===== src/rtl/core_mux_pkg.sv =====
// Shared definitions for the arbitrated register-mux: arbitration mode
// encodings and a width helper that never returns zero.
package core_mux_pkg;

    localparam logic ARB_RR    = 1'b1;
    localparam logic ARB_FIXED = 1'b0;

    // Index width for n entries, at least one bit so a single-entry
    // index still has a legal declaration.
    function automatic int clog2_min1(input int n);
        int w;
        w = $clog2(n);
        if (w < 1) begin
            w = 1;
        end else begin
            w = w;
        end
        return w;
    endfunction

endpackage : core_mux_pkg


===== src/rtl/arb_mux_reg_if.sv =====
// Producer/consumer bus of the arbitrated register-mux. The slave modport is
// the mux itself; the master modport is the producers plus the consumer.
interface arb_mux_reg_if
    import core_mux_pkg::*;
#(
    parameter int DATA_W = 32,
    parameter int N_CH   = 4,
    parameter int SEL_W  = clog2_min1(N_CH)
);

    logic [N_CH-1:0]   in_valid;
    logic [DATA_W-1:0] in_data [N_CH];
    logic [N_CH-1:0]   in_ready;
    logic              out_valid;
    logic              out_ready;
    logic [DATA_W-1:0] out_data;
    logic [SEL_W-1:0]  out_sel;

    modport slave (
        input  in_valid,
        input  in_data,
        output in_ready,
        output out_valid,
        input  out_ready,
        output out_data,
        output out_sel
    );

    modport master (
        output in_valid,
        output in_data,
        input  in_ready,
        input  out_valid,
        output out_ready,
        input  out_data,
        input  out_sel
    );

endinterface : arb_mux_reg_if


===== src/rtl/arb_mux_reg_rr_arbiter.sv =====
// Combinational arbiter: picks one requester either by a round-robin scan
// starting at ptr (wrapping) or by lowest index. The caller owns ptr.
module rr_arbiter
    import core_mux_pkg::*;
#(
    parameter int   N_CH    = 4,
    parameter logic RR_MODE = ARB_RR,
    parameter int   SEL_W   = clog2_min1(N_CH)
) (
    input  logic [N_CH-1:0]  req,
    input  logic [SEL_W-1:0] ptr,
    input  logic             en,
    output logic [N_CH-1:0]  gnt,
    output logic [SEL_W-1:0] gnt_idx
);

    logic [N_CH-1:0]  gnt_s;
    logic [SEL_W-1:0] gnt_idx_s;

    // base + off reduced into 0..N_CH-1; base is always in range so one
    // subtraction is enough.
    function automatic logic [SEL_W-1:0] wrap_add(input logic [SEL_W-1:0] base,
                                                  input int off);
        int s;
        s = int'(base) + off;
        if (s >= N_CH) begin
            s = s - N_CH;
        end else begin
            s = s;
        end
        return SEL_W'(s);
    endfunction

    // Scan candidates in priority order and keep the first valid one.
    always_comb begin
        logic             found;
        logic [SEL_W-1:0] cand;
        gnt_s     = '0;
        gnt_idx_s = '0;
        found     = 1'b0;
        cand      = '0;
        if (en) begin
            for (int k = 0; k < N_CH; k++) begin
                if (RR_MODE == ARB_RR) begin
                    cand = wrap_add(ptr, k);
                end else begin
                    cand = SEL_W'(k);
                end
                if (!found && req[cand]) begin
                    found       = 1'b1;
                    gnt_s[cand] = 1'b1;
                    gnt_idx_s   = cand;
                end else begin
                    found = found;
                end
            end
        end else begin
            gnt_s     = '0;
            gnt_idx_s = '0;
        end
    end

    assign gnt     = gnt_s;
    assign gnt_idx = gnt_idx_s;

endmodule : rr_arbiter


===== src/rtl/arb_mux_reg.sv =====
// Registered N-to-1 mux with valid/ready per channel. Arbitration picks a
// winner whenever the output slot is free (empty or draining this cycle),
// so a full output register streams one beat per cycle.
module arb_mux_reg
    import core_mux_pkg::*;
#(
    parameter int   DATA_W  = 32,
    parameter int   N_CH    = 4,
    parameter logic RR_MODE = ARB_RR,
    parameter int   SEL_W   = clog2_min1(N_CH)
) (
    input  logic          clk,
    input  logic          rst,
    input  logic          en_mux,
    arb_mux_reg_if.slave  bus
);

    if (N_CH < 2) begin : g_bad_n_ch
        $error("arb_mux_reg: N_CH must be at least 2");
    end

    logic              out_valid_q, out_valid_d;
    logic [DATA_W-1:0] out_data_q,  out_data_d;
    logic [SEL_W-1:0]  out_sel_q,   out_sel_d;
    logic [SEL_W-1:0]  ptr_q,       ptr_d;

    logic              slot_free_s;
    logic              arb_en_s;
    logic              grant_s;
    logic [N_CH-1:0]   gnt_s;
    logic [SEL_W-1:0]  gnt_idx_s;
    logic [DATA_W-1:0] mux_data_s;

    // Output slot can take a beat when empty or being drained this cycle;
    // reset holds off all grants so no handshake completes during it.
    always_comb begin
        slot_free_s = !out_valid_q || bus.out_ready;
        arb_en_s    = en_mux && slot_free_s && !rst;
    end

    rr_arbiter #(
        .N_CH    (N_CH),
        .RR_MODE (RR_MODE),
        .SEL_W   (SEL_W)
    ) u_arb (
        .req     (bus.in_valid),
        .ptr     (ptr_q),
        .en      (arb_en_s),
        .gnt     (gnt_s),
        .gnt_idx (gnt_idx_s)
    );

    // One-hot data select with an explicit zero when nothing is granted.
    always_comb begin
        grant_s    = |gnt_s;
        mux_data_s = '0;
        for (int k = 0; k < N_CH; k++) begin
            if (gnt_s[k]) begin
                mux_data_s = bus.in_data[k];
            end else begin
                mux_data_s = mux_data_s;
            end
        end
    end

    // Next-state of the output register and the round-robin pointer.
    always_comb begin
        out_valid_d = out_valid_q;
        out_data_d  = out_data_q;
        out_sel_d   = out_sel_q;
        ptr_d       = ptr_q;
        if (grant_s) begin
            out_valid_d = 1'b1;
            out_data_d  = mux_data_s;
            out_sel_d   = gnt_idx_s;
            if (RR_MODE == ARB_RR) begin
                if (gnt_idx_s == SEL_W'(N_CH - 1)) begin
                    ptr_d = '0;
                end else begin
                    ptr_d = gnt_idx_s + SEL_W'(1);
                end
            end else begin
                ptr_d = ptr_q;
            end
        end else if (out_valid_q && bus.out_ready) begin
            out_valid_d = 1'b0;
        end else begin
            out_valid_d = out_valid_q;
        end
    end

    // State registers with synchronous reset.
    always_ff @(posedge clk) begin
        if (rst) begin
            out_valid_q <= 1'b0;
            out_data_q  <= '0;
            out_sel_q   <= '0;
            ptr_q       <= '0;
        end else begin
            out_valid_q <= out_valid_d;
            out_data_q  <= out_data_d;
            out_sel_q   <= out_sel_d;
            ptr_q       <= ptr_d;
        end
    end

    assign bus.in_ready  = gnt_s;
    assign bus.out_valid = out_valid_q;
    assign bus.out_data  = out_data_q;
    assign bus.out_sel   = out_sel_q;

endmodule : arb_mux_reg

===== src/flat_wrapper.sv =====
// flat-port wrapper written by rule: the top's interface ports become plain ports
module arb_mux_reg_flat import core_mux_pkg::*;
#(
    parameter int   DATA_W  = 32,
    parameter int   N_CH    = 4,
    parameter logic RR_MODE = ARB_RR,
    parameter int   SEL_W   = clog2_min1(N_CH)
)
  (clk, rst, en_mux, bus_in_valid, bus_in_data, bus_in_ready, bus_out_valid, bus_out_ready, bus_out_data, bus_out_sel);
  arb_mux_reg_if #(.DATA_W(DATA_W), .N_CH(N_CH), .SEL_W(SEL_W)) bus_i ();
  input  logic clk;
  input  logic rst;
  input  logic en_mux;
  input wire logic [$bits(bus_i.in_valid)-1:0] bus_in_valid;
  input wire logic [$bits(bus_i.in_data)-1:0] bus_in_data;
  output wire logic [$bits(bus_i.in_ready)-1:0] bus_in_ready;
  output wire logic [$bits(bus_i.out_valid)-1:0] bus_out_valid;
  input wire logic [$bits(bus_i.out_ready)-1:0] bus_out_ready;
  output wire logic [$bits(bus_i.out_data)-1:0] bus_out_data;
  output wire logic [$bits(bus_i.out_sel)-1:0] bus_out_sel;
  assign bus_i.in_valid = bus_in_valid;
  assign bus_i.in_data = {>>{bus_in_data}};
  assign bus_in_ready = bus_i.in_ready;
  assign bus_out_valid = bus_i.out_valid;
  assign bus_i.out_ready = bus_out_ready;
  assign bus_out_data = bus_i.out_data;
  assign bus_out_sel = bus_i.out_sel;
  arb_mux_reg #(.DATA_W(DATA_W), .N_CH(N_CH), .RR_MODE(RR_MODE), .SEL_W(SEL_W)) u_core (.clk(clk), .rst(rst), .en_mux(en_mux), .bus(bus_i));
endmodule

===== config.mk =====
export PLATFORM = sky130hd
export DESIGN_NAME = arb_mux_reg_flat
export DESIGN_NICKNAME = d
export VERILOG_FILES = /design/src/rtl/core_mux_pkg.sv /design/src/rtl/arb_mux_reg_if.sv /design/src/rtl/arb_mux_reg_rr_arbiter.sv /design/src/rtl/arb_mux_reg.sv /design/src/flat_wrapper.sv
export SDC_FILE = /design/constraint.sdc
export NUM_CORES = 1
export LEC_CHECK = 0
export BUFFER_PORTS_ARGS = -buffer_cell sky130_fd_sc_hd__buf_2
export CAP_MARGIN = 0
export CORE_AREA = 2 2 92 94
export CTS_BUF_LIST = sky130_fd_sc_hd__clkbuf_8
export DETAILED_ROUTE_END_ITERATION = 10
export DIE_AREA = 0 0 94 96
export PLACE_DENSITY_LB_ADDON = 0.15
export SLEW_MARGIN = 40
export SYNTH_ARGS = -nofsm -noshare
export SYNTH_HDL_FRONTEND = slang
export SYNTH_SLANG_ARGS = --single-unit

===== constraint.sdc =====
create_clock -name clk -period 3.2 [get_ports clk]
set_input_delay 0.32 -clock clk [delete_from_list [all_inputs] [get_ports clk]]
set_output_delay 0.32 -clock clk [all_outputs]
set_load 0.005 [all_outputs]

==> flow_summary.yaml <==
logic_synthesis:
  ys_seq_area_frac: 0.2212
  synth_top_flop_cell: "dfxtp_1"
  yosysWarnings: 0
  synth.ff_latch_count: 37
  synth-edff-count: 0
  synth_area_um2: 3348
  yosysUniqueCellTypes: 49
  async_reset_ff_frac: 0
  synth.net_count: 540
  synth_area_per_cell_um2: 8.434
  syn_inst: 397
routing:
  wire_per_inst_um: 19.42
  drt_iter0_drc: 279
  drcViolationCount: 0
  first_pass_iters: 5
  vias_per_cell: 6.334
  wl_mm: 12.84
  final_antenna_net_count: 0
  vias: 4187
placed_design:
  io_buffers: 174
  placedInstanceArea_um2: 4409
  place_hpwl_mm: 8.910
  routabilityCongestion: 0.8666
  dpl_worst_slack_ns: 0.07562
clock_network:
  cts_max_path_buffers: 2
  cts_buffers: 5
  insertion_delay_ns: 0.30
  cts-root-buf: "clkbuf_8"
  clock-sinks: 37
  cts_hold_buf: 0
  clkTransAtPathRegs_ns: 0.08
  h-tree-depth: 2
  cts_tree: "built"
sta:
  slew_violations: 0
  worst_pin_slew_ns: 0.5954
  skew_ns: 0.005699
  fin_ws_ns: 0.1181
  rsz0062_at_grt: "no"
  fmax_mhz: 324.5
  relSlewSlack: 0.6031
  fin_crit_sh: 0.9631
  min_period_ns: 3.082
  setup_viol: 0
  whs_ns: 0.2836
  final.setup.tns_ns: 0
  hold_viol: 0
worst_setup_path:
  r2r_slack_ns: 0.18
  cp-endpoint: "bus_in_ready[1]"
  worst_ep_arrival_time_ns: 2.76
  startpoint: "u_core.ptr_q[1]"
  reg2reg_depth: 11
  path_class: "reg -> out"
  start_kind: "flip-flop"
  r2r_end: "u_core.bus.out_data[0]"
  r2r_start: "u_core.ptr_q[1]"
  cp-end-kind: "output port"
  cp_max_fo: 14
  cp_data_required_time_ns: 2.88
cells_and_area:
  design_area_um2: 4563
  seq_area_um2: 744.5
  diodes: 0
  nFillCells: 792
  final_common_cell: "buf_2"
  layout-area-overhead-vs-synth_pct: 36.29
  final_util: 0.5667
  multi_input_area_um2: 2402
  drive_gt1_frac: 0.4245
  mostFrequentLayoutCells: "174 x buf_2, 40 x nand2_1, 36 x dfxtp_1"
  fin_nets: 698
floorplanning:
  io_pins: 175
  start_util: 0.4159
  dieArea_um2: 9024
  die_h_um: 96
  rows: 33
  core_um2: 8051
  die_x_um: 94
job:
  cap_violations: 0
power_and_ir_drop:
  ir_worst_vdd_v: 0.0003706
  p_per_area_nw_per_um2: 742.1
  power.leakage_uw: 0.002054
grt:
  antenna_found_initial: 0
  grt_pass1_vias: 4053
  grt-ovfl-total: 0
  gr-usage-all-layers: 0.2782
  grt_first_pass_wirelength_mm: 19.76
  grt_start_max_net_pins: 53
min_path:
  hp-class: "in -> reg"
run_status:
  status: "finished clean"
-- worst min-delay path by stage --
stage / from / to / slack, ns / depth (start not counted)
floorplan: u_core.bus.out_sel[1] / u_core.bus.out_sel[1] / 0.46 / 2
global placement: u_core.bus.out_sel[0] / u_core.bus.out_sel[0] / 0.46 / 2
detailed placement: u_core.bus.out_sel[0] / u_core.bus.out_sel[0] / 0.47 / 2
CTS: bus_in_data[27] / u_core.bus.out_data[27] / 0.28 / 3
global route: bus_in_data[27] / u_core.bus.out_data[27] / 0.29 / 3
finish: bus_in_data[27] / u_core.bus.out_data[27] / 0.28 / 3
-- logic make-up (layout without fill, tap and decap cells) --
group | after synthesis | count (layout) | synth area share
buffers and inverters | 64 | 223 | 0.08744
DFF | 37 | 37 | 0.2212
and+or+nand+nor | 125 | 125 | 0.2014
xor gates and xnor gates | 1 | 1 | 0.002616
adders and majority gates | 7 | 7 | 0.02616
muxes | 5 | 5 | 0.02990
AOI/OAI and AO/OA | 158 | 158 | 0.4312
-- registers in the layout, indices dropped and copies added (netlist names) --
| register | cells |
|---|---|
| u_core.bus.out_valid | 1 |
| u_core.ptr_q | 2 |
| u_core.bus.out_sel | 2 |
| u_core.bus.out_data | 32 |
-- critical path, cell delays in order (launching register included) --
cell and delay, ns:
dfxtp_1 0.33, inv_1 0.11, ha_4 0.32, mux4_2 0.39
or4b_4 0.57, o2111a_2 0.32, buf_4 0.20, nor2_1 0.09
buf_2 0.12
-- through the flow --
step / instances / total power (µW)
floorplan: 397 / 2126
global route: 661 / 3640
detailed placement: 652 / 2885
global placement: 652 / 2859
CTS: 661 / 3339
finish: 661 / 3386
-- timing repair --
| action | 4_1_cts | 5_1_grt |
|---|---|---|
| setup endpoints to repair | 1 | 25 |
| buffers inserted | 1 | 0 |
| cloned | 0 | 0 |
| resized for setup | 0 | 7 |
| pin swaps | 0 | 0 |
-- synth_stat cells, types with 3 or more instances --
cell type | count | share of area
clkbuf_1 | 40 | 0.045
nand2_1 | 40 | 0.045
dfxtp_1 | 37 | 0.22
nor3_1 | 34 | 0.051
o2111a_1 | 33 | 0.11
a211o_1 | 32 | 0.084
a311oi_1 | 32 | 0.084
and3_1 | 32 | 0.060
o311ai_1 | 29 | 0.076
ha_1 | 7 | 0.026
inv_1 | 7 | 0.0078
a21oi_1 | 6 | 0.0090
buf_2 | 6 | 0.0090
buf_6 | 6 | 0.020
buf_1 | 5 | 0.0056
mux4_2 | 4 | 0.027
nor2b_1 | 3 | 0.0056
o21ai_0 | 3 | 0.0045
o311ai_0 | 3 | 0.0078
-- metal layers --
layer	vias to the layer above	share of wire	global-route usage	wire length (µm)
met2	254	0.48	0.4679	6151
met4	0	0.019	0.1027	245
met5	-	0	0	0
met3	27	0.097	0.05560	1250
li1	1956	-	-	-
met1	1950	0.40	0.3534	5190
-- power breakdown --
part           internal [µW]  switching, µW
Combinational            938           1280
Sequential               635           92.7
Clock                    251            187
-- cell type report --
class                      count  share of cell area
multi-input combinational    296              0.5265
timing repair buffer         208              0.2503
sequential                    37              0.1631
tap                          105             0.02879
clock buffer                   6             0.01810
clock inverter                 2            0.007403
inverter                       7            0.005758
(Power assumes the default switching activity.)
